File: config.mk
export PLATFORM = sky130hd
export DESIGN_NAME = fb_arbiter
export DESIGN_NICKNAME = d
export VERILOG_FILES = /design/src/rtl/fb_pkg.sv /design/src/rtl/fb_wr_fifo.sv /design/src/rtl/fb_arbiter.sv
export SDC_FILE = /design/constraint.sdc
export NUM_CORES = 1
export LEC_CHECK = 0
export ABC_AREA = 0
export BUFFER_PORTS_ARGS = -buffer_cell sky130_fd_sc_hd__buf_2
export CAP_MARGIN = 20
export CORE_ASPECT_RATIO = 1.4
export CORE_UTILIZATION = 30
export DETAILED_ROUTE_END_ITERATION = 8
export PLACE_DENSITY = 0.46
export SYNTH_ARGS = -nofsm -noshare
export SYNTH_HDL_FRONTEND = slang
export SYNTH_SLANG_ARGS = --single-unit
File: constraint.sdc
create_clock -name clk -period 4.5 [get_ports clk]
set_clock_uncertainty 0.15 [all_clocks]
set_input_delay 0.225 -clock clk [delete_from_list [all_inputs] [get_ports clk]]
set_output_delay 0.225 -clock clk [all_outputs]
set_load 0.005 [all_outputs]
File: src/rtl/fb_pkg.sv
// ---------------------------------------------------------------------------
// fb_pkg -- shared framebuffer constants, types and address helper.
//
// Framebuffer geometry: 480 lines of 320 words, each word holding one 3-bit
// RGB color for a pair of adjacent 640-wide scan-out pixels.
// ---------------------------------------------------------------------------
package fb_pkg;

    localparam int FB_ADDR_W = 18;
    localparam int COLOR_W   = 3;
    localparam int FB_LINES  = 480;

    localparam logic [FB_ADDR_W-1:0] FB_PAIRS_PER_LINE = 18'd320;
    localparam logic [FB_ADDR_W-1:0] FB_SIZE           = 18'd153600;

    // One buffered pixel write: 21 bits, address in the upper bits.
    typedef struct packed {
        logic [FB_ADDR_W-1:0] addr;
        logic [COLOR_W-1:0]   data;
    } wr_entry_t;

    // What the single memory port does on the coming edge.
    typedef enum logic [1:0] {
        SLOT_IDLE,
        SLOT_READ,
        SLOT_WRITE,
        SLOT_DROP
    } slot_e;

    // Word address of a scan-out pixel pair. Widened to 18 bits before the
    // multiply so the largest value (153599) is not truncated.
    function automatic logic [FB_ADDR_W-1:0] read_addr(input logic [8:0] line,
                                                       input logic [9:0] offset);
        return FB_ADDR_W'(line) * FB_PAIRS_PER_LINE + FB_ADDR_W'(offset[9:1]);
    endfunction

endpackage

File: src/rtl/fb_wr_fifo.sv
// ---------------------------------------------------------------------------
// fb_wr_fifo -- write buffer between the pixel writer and the framebuffer.
//
// Ports:
//   clk, reset    clock, asynchronous active-high reset
//   push          store push_entry at the tail (caller guarantees not full)
//   push_entry    {addr, data} to store
//   pop           drop the head entry (caller guarantees not empty)
//   head          oldest entry, valid whenever level > 0
//   level         occupancy, 0..DEPTH
// ---------------------------------------------------------------------------
module fb_wr_fifo
    import fb_pkg::*;
#(
    parameter int DEPTH = 4
) (
    input  logic       clk,
    input  logic       reset,
    input  logic       push,
    input  wr_entry_t  push_entry,
    input  logic       pop,
    output wr_entry_t  head,
    output logic [4:0] level
);

    localparam int PTR_W = $clog2(DEPTH);

    wr_entry_t        mem [DEPTH];
    logic [PTR_W-1:0] wr_ptr;
    logic [PTR_W-1:0] rd_ptr;

    // NOTE: the storage array has no reset; reset empties the buffer by
    // clearing the pointers and level, so stale contents are never read.
    // NOTE: sequential state is always written with <= so every flop samples
    // pre-edge values regardless of process ordering.
    always_ff @(posedge clk) begin
        if (push) begin
            mem[wr_ptr] <= push_entry;
        end
    end

    // DEPTH is a power of two, so the pointers wrap by natural overflow.
    always_ff @(posedge clk or posedge reset) begin
        if (reset) begin
            wr_ptr <= '0;
            rd_ptr <= '0;
            level  <= '0;
        end else begin
            if (push) begin
                wr_ptr <= wr_ptr + PTR_W'(1);
            end
            if (pop) begin
                rd_ptr <= rd_ptr + PTR_W'(1);
            end
            case ({push, pop})
                2'b10:   level <= level + 5'd1;
                2'b01:   level <= level - 5'd1;
                default: level <= level;
            endcase
        end
    end

    assign head = mem[rd_ptr];

endmodule

File: src/rtl/fb_arbiter.sv
// ---------------------------------------------------------------------------
// fb_arbiter -- single-port framebuffer arbiter between video scan-out reads
// and buffered pixel writes.
//
// Every even-offset visible pixel is a read slot: the pixel-pair word is
// fetched and its color reaches the DAC register two edges after issue.
// All other cycles drain the write buffer, one entry per cycle.
//
// Ports:
//   clk, reset          clock, asynchronous active-high reset
//   line, offset        scan-out position; active marks visible video
//   wr_valid/wr_ready   pixel write handshake; wr_addr, wr_data payload
//   mem_addr/we/wdata   registered framebuffer port; mem_rdata read data
//   color               registered pixel color to the DAC
//   fifo_level          write-buffer occupancy
// ---------------------------------------------------------------------------
module fb_arbiter
    import fb_pkg::*;
#(
    parameter int FIFO_DEPTH = 4
) (
    input  logic                 clk,
    input  logic                 reset,
    input  logic [8:0]           line,
    input  logic [9:0]           offset,
    input  logic                 active,
    input  logic                 wr_valid,
    output logic                 wr_ready,
    input  logic [FB_ADDR_W-1:0] wr_addr,
    input  logic [COLOR_W-1:0]   wr_data,
    output logic [FB_ADDR_W-1:0] mem_addr,
    output logic                 mem_we,
    output logic [COLOR_W-1:0]   mem_wdata,
    input  logic [COLOR_W-1:0]   mem_rdata,
    output logic [COLOR_W-1:0]   color,
    output logic [4:0]           fifo_level
);

    wr_entry_t head;
    logic      push;
    logic      pop;
    logic      ready_q;     // low until the first edge after reset
    logic      rd_pending;  // a read was issued on the previous edge
    slot_e     slot;

    fb_wr_fifo #(
        .DEPTH (FIFO_DEPTH)
    ) u_fifo (
        .clk        (clk),
        .reset      (reset),
        .push       (push),
        .push_entry ('{addr: wr_addr, data: wr_data}),
        .pop        (pop),
        .head       (head),
        .level      (fifo_level)
    );

    assign wr_ready = ready_q & ~reset & (fifo_level < 5'(FIFO_DEPTH));
    assign push     = wr_valid & wr_ready;

    // NOTE: slot is assigned a default first so no path through this block
    // leaves it unassigned, which would otherwise infer a latch.
    always_comb begin
        slot = SLOT_IDLE;
        if (active && !offset[0]) begin
            slot = SLOT_READ;
        end else if (fifo_level != 5'd0) begin
            slot = (head.addr < FB_SIZE) ? SLOT_WRITE : SLOT_DROP;
        end
    end

    // Out-of-range entries are popped like valid ones, just never written.
    assign pop = (slot == SLOT_WRITE) || (slot == SLOT_DROP);

    always_ff @(posedge clk or posedge reset) begin
        if (reset) begin
            ready_q    <= 1'b0;
            rd_pending <= 1'b0;
            mem_addr   <= '0;
            mem_we     <= 1'b0;
            mem_wdata  <= '0;
            color      <= '0;
        end else begin
            ready_q    <= 1'b1;
            rd_pending <= (slot == SLOT_READ);
            mem_we     <= 1'b0;

            case (slot)
                SLOT_READ: begin
                    mem_addr <= read_addr(line, offset);
                end
                SLOT_WRITE: begin
                    mem_addr  <= head.addr;
                    mem_wdata <= head.data;
                    mem_we    <= 1'b1;
                end
                default: begin
                    // idle or dropped entry: address and data hold
                end
            endcase

            // Blanking forces black and overrides any read still in flight.
            if (!active) begin
                color <= '0;
            end else if (rd_pending) begin
                color <= mem_rdata;
            end
        end
    end

endmodule

==> qor.yml, run 1 <==
synthSimpleGateAreaFrac: 0.05778
synth_top_family_by_area: "multiplexers"
yosys-top-cells-area: "edfxtp_1, dfrtp_1, mux4_2"
async_reset_ff_frac: 0.3000
hpwl_microns: 8296
fin_cells: 736
slowest_stage: "mux4_2"
routabilityCongestion: 0.7784
numCtsBuffers: 17
drc_errors: 0
via_count: 3315
ys_types: 45
firstDrtPassIters: 4
vdd_drop_max_v: 0.0002251
cts.clk_slew.worst_paths_ns: 0.05
finalSetupViolCount: 0
cp_max_fo: 15
synth.area.mux_share: 0.1186
hold_viol: 0
port_buffers: 77
netlist.area_leader.share: 0.4623
syn-cell-area_sq_um: 5456
die_w_microns: 116.0
min_period_ns: 3.273
reg2reg_depth: 10
track_usage: 0.1354
syn_nets: 434
synth_ff_type: "edfxtp_1"
status: "finished, final reports clean"
grt-ovfl-total: 0
startpoint: "u_fifo.rd_ptr[0]"
total_power_w: 0.004262
seq_area_frac_synth: 0.6274
synthAdderAreaFrac: 0.07292
r2r_slack_ns: 1.23
syn_to_final_growth_pct: 30.86
setup_tns_ns: 0
maxCapViolCount: 0
cp.required_ns: 4.66
crit_family: "compound AO/OA/AOI/OAI gates"
fp.coreArea_sq_um: 17850
cts_num_sinks: 120
critical_path_depth: 10
start_kind: "flip-flop"
holdCritStartpoint: "offset[1]"
arrival_ns: 3.44
grt_pass1_vias: 3605
synth_common_cells: "edfxtp_1, dfrtp_1, ha_1"
start_util: 0.3056
critPathBufInv: 2
cts_tree: "built"
antenna_found_initial: 0
htree_levels: 4
grt_start_max_net_pins: 23
critPathCapture: "mem_addr[17]"
synth-edff-count: 84
die_area_sq_um: 18740
power_density_nw_per_um2: 596.8
fp.dieH_microns: 161.6
fin_util: 0.4000
antennaDiodeCount: 0
drive_above_1_share: 0.2944
p_leak_nw: 2.831
wl_microns: 11700
synth_seq_cells: 120
hold_ws_ns: 0.01965
rows: 58
finalCritPeriodShare: 0.7273
crit_type: "reg -> reg"
synthCells: 357
final_nets: 560
io_pins: 78
reg2reg_from: "u_fifo.rd_ptr[0]"
path_cells: "buf_4, mux4_2, a21o_1, a211o_1, a31o_2, ha_1, inv_1, nand2_1, o22ai_1, a31oi_1"
cts-root-buf: "clkbuf_16"
vias_per_cell: 4.504
slowest_delay_ns: 0.55
yosys.area_share.xor_xnor: 0.02729
drt_iter0_markers: 95
clockBufferDepth: 2
hp-class: "in -> reg"
clock.fmax_mhz: 305.5
worstReg2RegEnd: "mem_addr[17]"
clock_latency_ns: 0.40
synth_compound_area_frac: 0.07154
routedWlPerCell_microns: 15.90
syn-mean-instance-area_sq_um: 15.28
relSlewSlack: 0.5546
final_antenna_net_count: 0
yosys_warnings: 0
placedCellCount: 673
critPathCaptureType: "flip-flop"
grt_pass1_wl_microns: 18570
tightest_slew_ns: 0.6673
postCtsSetupBuffers: 0
final-max-slew-violation-count: 0
yosysTopAreaCell: "edfxtp_1"
ctsResizeCount: 0
synth.most_common_cell: "edfxtp_1"
rsz0062_at_grt: "false"
## repair_timing
item	4_1_cts	5_1_grt
hold buffers	31	0
endpoints found under the hold margin	106	0
setup endpoints to repair	0	0
## worst min-delay path by stage
stage / endpoint / slack [ns] / cells past startpoint
2_1_floorplan: u_fifo.mem[0][0] / 0.17 / 0
3_3_place_gp: ready_q / 0.22 / 2
3_5_place_dp: ready_q / 0.24 / 2
4_1_cts: mem_addr[0] / 0.006 / 3
5_1_grt: mem_addr[0] / 0.03 / 3
6_report: mem_addr[0] / 0.02 / 3
## worst min-delay path: cells and delay by family
family          cells  cell delay, ns
mux                 1            0.05
buf+inv             1            0.09
compound gates      1            0.15
## placed cells by master, fill, tap and decap left out, drive strengths merged, types with 2 or more instances in the layout
| master | n |
|---|---|
| o21ai | 20 |
| nor3 | 3 |
| dfrtp | 36 |
| o21a | 6 |
| a21o | 4 |
| o221ai | 2 |
| mux2i | 14 |
| mux2 | 3 |
| nand2 | 19 |
| edfxtp | 84 |
| xnor2 | 7 |
| buf | 88 |
| mux4 | 21 |
| o211ai | 2 |
| a211oi | 4 |
| clkbuf | 20 |
| o22ai | 4 |
| ha | 27 |
| dlygate4sd3 | 31 |
| a21oi | 10 |
| xor2 | 10 |
| clkinvlp | 2 |
| nor2 | 18 |
| a31oi | 2 |
| or3 | 2 |
| inv | 19 |
| fa | 3 |
| and3 | 4 |
| nor3b | 2 |
| nand3 | 3 |
| nor2b | 6 |
| bufinv | 6 |
| clkinv | 3 |
## metrics by stage
stage	cell area [sq um]	setup WS, ns
5_1_grt	7141	0.9605
3_5_place_dp	6162	1.223
6_report	7141	1.227
4_1_cts	7141	1.211
2_1_floorplan	5456	1.306
3_3_place_gp	6162	1.284
## routing by layer
metal  GRT usage  wire length [microns]  vias up
li1            -                      -     1607
met1      0.1511                   4787     1633
met2      0.2532                   6485       71
met3     0.02814                    356        4
met4     0.03904                     74        0
met5           0                      0        -
## power by group
| part | total (W) | internal [W] | switching, W |
|---|---|---|---|
| sequential | 0.00149 | 0.00136 | 0.000133 |
| combinational | 0.00126 | 0.000624 | 0.000631 |
| clock | 0.00151 | 0.00105 | 0.000460 |
## kinds of logic (layout without fill, tap and decap cells)
group                    Yosys count  in the layout
AO/OA/AOI/OAI                     60             60
multiplexers                      38             38
buffers and inverters             30            169
AND/OR/NAND/NOR                   61             61
other                              1              1
flip-flops                       120            120
adder cells (fa/ha/maj)           30             30
XOR/XNOR                          17             17
## flip-flops by register name (all words and copies together), names as in the netlist
register and cells:
u_fifo.level 5, mem_wdata 3, ready_q 1, u_fifo.mem 84
mem_addr 18, u_fifo.wr_ptr 2, mem_we 1, rd_pending 1
color 3, u_fifo.rd_ptr 2
## layout make-up
| class | instances | area [sq um] |
|---|---|---|
| tap | 240 | 300.3 |
| multi-input combinational | 207 | 1903 |
| timing repair buffer | 119 | 778.2 |
| clock buffer | 20 | 446.7 |
| fill | 1710 | 10710 |
| sequential | 120 | 3423 |
| inverter | 18 | 67.56 |
| clock inverter | 12 | 221.5 |
Power figures use the tool's default switching activity.
==> run 2: changes to the inputs <==
--- a/config.mk
+++ b/config.mk
@@ -11,7 +11,7 @@
 export CORE_ASPECT_RATIO = 1.4
 export CORE_UTILIZATION = 30
 export DETAILED_ROUTE_END_ITERATION = 8
-export PLACE_DENSITY = 0.46
+export PLACE_DENSITY = 0.48
 export SYNTH_ARGS = -nofsm -noshare
 export SYNTH_HDL_FRONTEND = slang
 export SYNTH_SLANG_ARGS = --single-unit
==> constraint.sdc (replaced) <==
create_clock -name clk -period 2.8 [get_ports clk]
set_clock_uncertainty 0.15 [all_clocks]
set_input_delay 0.14 -clock clk [delete_from_list [all_inputs] [get_ports clk]]
set_output_delay 0.14 -clock clk [all_outputs]
set_load 0.005 [all_outputs]
==> qor.yml, run 2 (synthesized netlist as in run 1, its figures left out) <==
placedCellCount: 699  # +3.9%
final_nets: 593  # +5.9%
fp.dieH_microns: 161.6  # unchanged
finalSetupViolCount: 0  # unchanged
arrival_ns: 2.84  # -0.60 ns
clock.fmax_mhz: 368.3  # +21%
grt_pass1_vias: 3661  # +1.6%
cp_max_fo: 8  # -7
grt_start_max_net_pins: 26  # +13%
largest_register: "u_fifo.mem"
drt_iter0_markers: 128  # +35%
antenna_found_initial: 0  # unchanged
largest_reg_flops: 84  # unchanged
cts_tree: "built"
vdd_drop_max_v: 0.0005565  # +150%
crit_type: "reg -> reg"
power_density_nw_per_um2: 944.7  # +58%
met2_length_microns: 6393  # -1.4%
total_power_w: 0.007051  # +65%
min_period_ns: 2.715  # -0.5577 ns
fp.coreArea_sq_um: 17850  # unchanged
syn_to_final_growth_pct: 36.78
slowest_delay_ns: 0.54  # about the same
wl_met3_microns: 372  # +4.5%
status: "finished, final reports clean"
start_util: 0.3056  # unchanged
firstDrtPassIters: 4  # unchanged
slowest_stage: "mux4_2"
top_layer: "met4"
grt-ovfl-total: 0  # unchanged
final-max-slew-violation-count: 0  # unchanged
cp.required_ns: 2.92  # -1.74 ns
hp-class: "in -> reg"
maxCapViolCount: 0  # unchanged
fin_cells: 769  # +4.5%
final_antenna_net_count: 0  # unchanged
vias_per_cell: 4.540  # +0.79%
routedWlPerCell_microns: 15.33  # -3.6%
start_kind: "flip-flop"
clockBufferDepth: 2  # unchanged
routabilityCongestion: 0.7624  # -2.1%
numCtsBuffers: 17  # unchanged
hpwl_microns: 8180  # -1.4%
drc_errors: 0  # unchanged
top_regs: "u_fifo.mem: 84 flops, mem_addr: 18 flops, u_fifo.level: 5 flops"
grt_pass1_wl_microns: 18690  # +0.64%
cts_num_sinks: 120  # unchanged
path_cells: "mux4_2, a21o_1, a211o_1, a31o_2, ha_4, inv_2, nand2_1, o22ai_1, a31oi_1"
cts.clk_slew.worst_paths_ns: 0.06  # about the same
layout_common_cells: "edfxtp_1, buf_2, buf_4"
rsz0062_at_grt: "true"
rows: 58  # unchanged
port_buffers: 77  # unchanged
die_area_sq_um: 18740  # unchanged
finalCritPeriodShare: 0.9698  # +0.2424
htree_levels: 4  # unchanged
p_leak_nw: 2.996  # +5.8%
wl_met1_microns: 4875  # +1.8%
io_pins: 78  # unchanged
hold_viol: 0  # unchanged
clock_latency_ns: 0.40  # about the same
final_common_cell: "edfxtp_1"
drive_above_1_share: 0.3686  # +0.07427
cts-root-buf: "clkbuf_16"
antennaDiodeCount: 0  # unchanged
via_count: 3491  # +5.3%
die_w_microns: 116.0  # unchanged
track_usage: 0.1343  # -0.001050
wl_microns: 11790  # +0.73%
critPathCaptureType: "flip-flop"
==> run 2: stage by stage <==
stage	TNS, ns	hold slack, ns	setup slack (ns)	util	area, sq um
after floorplan	0	0.08887	0.005220	-	5488
after global placement	-0.04047	0.2050	-0.01157	0.3572	6376
after detailed placement	-0.4312	0.2108	-0.06644	0.3572	6376
after CTS	-0.001062	0.02960	-0.001062	0.4110	7337
after global routing	-0.07166	0.07141	-0.03701	0.4181	7463
final	0	0.03723	0.08462	0.4181	7463
==> run 2: where the power goes <==
| group | internal [W] | switching [W] | total (W) | leakage (nW) |
|---|---|---|---|---|
| registers | 0.00219 | 0.000211 | 0.00240 | 1.19 |
| logic | 0.00126 | 0.00114 | 0.00240 | 1.51 |
| clock network | 0.00146 | 0.000791 | 0.00225 | 0.304 |
==> run 2: final cells by class <==
| type | instances | area (sq um) |
|---|---|---|
| Sequential cell | 120 | 3425 |
| Clock buffer | 19 | 452.9 |
| Tap cell | 240 | 300.3 |
| Timing Repair Buffer | 152 | 1067 |
| Fill cell | 1693 | 10390 |
| Clock inverter | 13 | 168.9 |
| Multi-Input combinational cell | 207 | 1982 |
| Inverter | 18 | 67.56 |
==> run 2: per-layer routing <==
layer | global-route usage | vias up
li1 | - | 1673
met1 | 0.1541 | 1740
met2 | 0.2408 | 67
met3 | 0.02964 | 11
met4 | 0.04895 | 0
met5 | 0 | -
==> run 2: critical path: cells and delay by family (launching register included) <==
family          cells  cell delay, ns
compound gates      5            0.95
fa+ha+maj           1            0.26
buf+inv             1            0.13
flops               1            0.44
mux                 1            0.54
simple gates        1            0.12
==> run 2: worst paths after layout <==
| check | start | to | slack (ns) | cells past startpoint |
|---|---|---|---|---|
| hold / removal | wr_valid | u_fifo.wr_ptr[0] | 0.04 | 4 |
| hold reg to reg | mem_addr[1] | mem_addr[1] | 0.33 | 2 |
| min in group asynchronous | reset | u_fifo.level[2] | 0.12 | 3 |
| max in group asynchronous | reset | mem_addr[11] | 1.72 | 5 |
| setup / recovery | u_fifo.rd_ptr[0] | mem_addr[17] | 0.08 | 9 |
| setup reg to reg | u_fifo.rd_ptr[0] | mem_addr[17] | 0.08 | 9 |
==> run 2: timing repair <==
| action | CTS | global route |
|---|---|---|
| gates cloned | 0 | 1 |
| pin swaps | 0 | 8 |
| setup buffers | 0 | 3 |
| setup endpoints to repair | 19 | 20 |
| endpoints found under the hold margin | 118 | 0 |
| resized for setup | 3 | 16 |
| hold buffers | 33 | 0 |
==> run 3: changes to the inputs <==
--- a/config.mk
+++ b/config.mk
@@ -14,4 +14,5 @@
 export PLACE_DENSITY = 0.48
 export SYNTH_ARGS = -nofsm -noshare
 export SYNTH_HDL_FRONTEND = slang
+export SYNTH_HIERARCHICAL = 1
 export SYNTH_SLANG_ARGS = --single-unit
==> qor.yml, run 3 <==
syn_nets: 440  # +1.4%
async_reset_ff_frac: 0.3000  # unchanged
cp_max_fo: 8  # unchanged
busiest_layer: "met2"
status: "finished, final reports clean"
critical_path_depth: 8  # -1
start_kind: "flip-flop"
hold_ws_ns: 0.03322  # -0.004009 ns
grt_pass1_vias: 3724  # +1.7%
syn-cell-area_sq_um: 5547  # +1.7%
yosys-top-cells-area: "edfxtp_1, dfrtp_1, mux4_2"
final_nets: 598  # +0.84%
grt_start_max_net_pins: 28  # +7.7%
critPathBufInv: 2  # +1
reg2reg_from: "u_fifo/rd_ptr[0]"
vdd_drop_max_v: 0.0003599  # -35%
ys_types: 58  # +29%
port_buffers: 77  # unchanged
critPathCapture: "mem_addr[7]"
synth_ff_type: "edfxtp_1"
synth_seq_cells: 120  # unchanged
die_area_sq_um: 19040  # +1.6%
cts_num_sinks: 120  # unchanged
drt_iter0_markers: 67  # -48%
synth.most_common_cell: "edfxtp_1"
io_pins: 78  # unchanged
r2r_slack_ns: 0.02  # -0.06 ns
finalCritPeriodShare: 0.9928  # +0.02298
synth_common_cells: "edfxtp_1, dfrtp_1, ha_1"
antenna_found_initial: 0  # unchanged
fp.coreArea_sq_um: 18000  # +0.81%
use_met3: 0.03498  # +0.005340
path_cells: "mux4_2, a21o_1, a211o_1, a31o_4, ha_4, clkinvlp_4, buf_12, mux2_2"
rows: 58  # unchanged
grtUsageMet2: 0.2429  # +0.002072
cts-root-buf: "clkbuf_16"
fillerInstances: 1735  # +2.5%
cts.clk_slew.worst_paths_ns: 0.06  # about the same
arrival_ns: 2.92  # +0.08 ns
vias_per_cell: 4.542  # about the same
syn_to_final_growth_pct: 36.97
placed_cell_area_sq_um: 6549  # +2.7%
finalSetupViolCount: 0  # unchanged
htree_levels: 4  # unchanged
crit_type: "reg -> reg"
startpoint: "u_fifo/rd_ptr[0]"
drive_above_1_share: 0.3925  # +0.02390
syn-mean-instance-area_sq_um: 15.24  # -0.30%
grt_pass1_wl_microns: 18840  # +0.81%
final-max-slew-violation-count: 0  # unchanged
min_period_ns: 2.780  # +0.06434 ns
crit_family: "multiplexers"
hp-class: "in -> reg"
critPathCaptureType: "flip-flop"
via_count: 3520  # +0.83%
worstReg2RegEnd: "mem_addr[7]"
grtUsageMet1: 0.1498  # -0.004273
slowest_stage: "mux4_2"
clock.fmax_mhz: 359.7  # -2.3%
synth-edff-count: 84  # unchanged
layout_common_cells: "edfxtp_1, buf_2, buf_4"
netlist.area_leader.share: 0.4548  # -0.007508
p_leak_nw: 3.022  # +0.87%
grt-ovfl-total: 0  # unchanged
seq_area_frac_synth: 0.6172  # -0.01019
drc_errors: 0  # unchanged
numCtsBuffers: 17  # unchanged
maxCapViolCount: 0  # unchanged
yosysTopAreaCell: "edfxtp_1"
multi_input_area_sq_um: 2131  # +7.5%
reg2reg_depth: 8  # -1
track_usage: 0.1351  # +0.0007375
power_density_nw_per_um2: 950.6  # +0.62%
top_regs: "u_fifo/mem: 84 flops, mem_addr: 18 flops, u_fifo/level: 5 flops"
fp.dieH_microns: 162.9  # +0.81%
final_common_cell: "edfxtp_1"
cts_tree: "built"
largest_reg_flops: 84  # unchanged
antennaDiodeCount: 0  # unchanged
final_area_sq_um: 7597  # +1.8%
seq_area_sq_um: 3426  # about the same
rsz0062_at_grt: "true"
die_w_microns: 116.9  # +0.81%
start_util: 0.3082  # +0.002541
largest_register: "u_fifo/mem"
synthCells: 364  # +2.0%
clockBufferDepth: 2  # unchanged
routabilityCongestion: 0.7337  # -3.8%
slowest_delay_ns: 0.55  # about the same
firstDrtPassIters: 4  # unchanged
clock_latency_ns: 0.41  # about the same
cp.required_ns: 2.94  # +0.02 ns
wl_microns: 11940  # +1.3%
hold_viol: 0  # unchanged
total_power_w: 0.007222  # +2.4%
final_antenna_net_count: 0  # unchanged
yosys_warnings: 6  # +6
routedWlPerCell_microns: 15.41  # +0.50%
hpwl_microns: 8747  # +6.9%
==> run 3: final cells by class <==
cell class,instances,share of cell area
inverter,13,0.006917
tap,240,0.03953
clock inverter,15,0.02355
clock buffer,17,0.05599
timing repair buffer,153,0.1426
sequential,120,0.4509
multi-input combinational,217,0.2805
==> run 3: where the power goes <==
part	leakage [nW]	internal [W]	switching (W)
clock	0.297	0.00135	0.000839
sequential	1.19	0.00219	0.000193
combinational	1.54	0.00145	0.00120
total	3.02	0.00499	0.00223
==> run 3: cell families (layout without fill, tap and decap cells) <==
kind of cell / after synthesis / after routing / synth area share
buf+inv: 27 / 198 / 0.02188
mux: 37 / 37 / 0.1153
fa+ha+maj: 29 / 29 / 0.06812
compound gates: 61 / 61 / 0.07692
simple gates: 70 / 70 / 0.06993
other cells: 1 / 1 / 0.0006761
flops: 120 / 120 / 0.6172
xor+xnor: 19 / 19 / 0.03000
==> run 3: worst min-delay path by stage <==
stage                  start               end  slack, ns  cells past startpoint
CTS                 wr_valid  u_fifo/wr_ptr[0]       0.02                      4
detailed placement     reset   u_fifo/level[3]       0.05                      2
finish              wr_valid  u_fifo/wr_ptr[0]       0.03                      4
global route        wr_valid  u_fifo/wr_ptr[0]       0.03                      4
floorplan              reset   u_fifo/level[0]      -0.18                      1
global placement       reset   u_fifo/level[3]       0.04                      2
==> run 3: worst reg2reg max path, cell delays in order, from the launching register on <==
cell and delay (ns):
dfrtp_2 0.46, mux4_2 0.55, a21o_1 0.20, a211o_1 0.27, a31o_4 0.24, ha_4 0.29
clkinvlp_4 0.11, buf_12 0.15, mux2_2 0.26
==> run 3: stage by stage <==
stage	setup slack [ns]	setup TNS [ns]	instances	utilization
finish	0.02028	0	775	0.4221
global route	-0.09274	-0.2284	775	0.4221
CTS	0.004161	0	771	0.4181
detailed placement	-0.1401	-1.255	705	0.3639
global placement	-0.06976	-0.2156	705	0.3639
floorplan	-0.01503	-0.02047	364	-
==> run 3: layer usage <==
layer | up-vias | routed length, microns
li1 | 1710 | -
met1 | 1749 | 4961
met2 | 54 | 6489
met3 | 7 | 351
met4 | 0 | 138
met5 | - | 0
==> run 3: timing repair <==
action | 4_1_cts | 5_1_grt
endpoints found under the hold margin | 130 | 0
setup buffers | 1 | 4
pin swaps | 0 | 4
setup endpoints to repair | 22 | 19
hold buffers | 33 | 0
gates resized for setup | 4 | 9
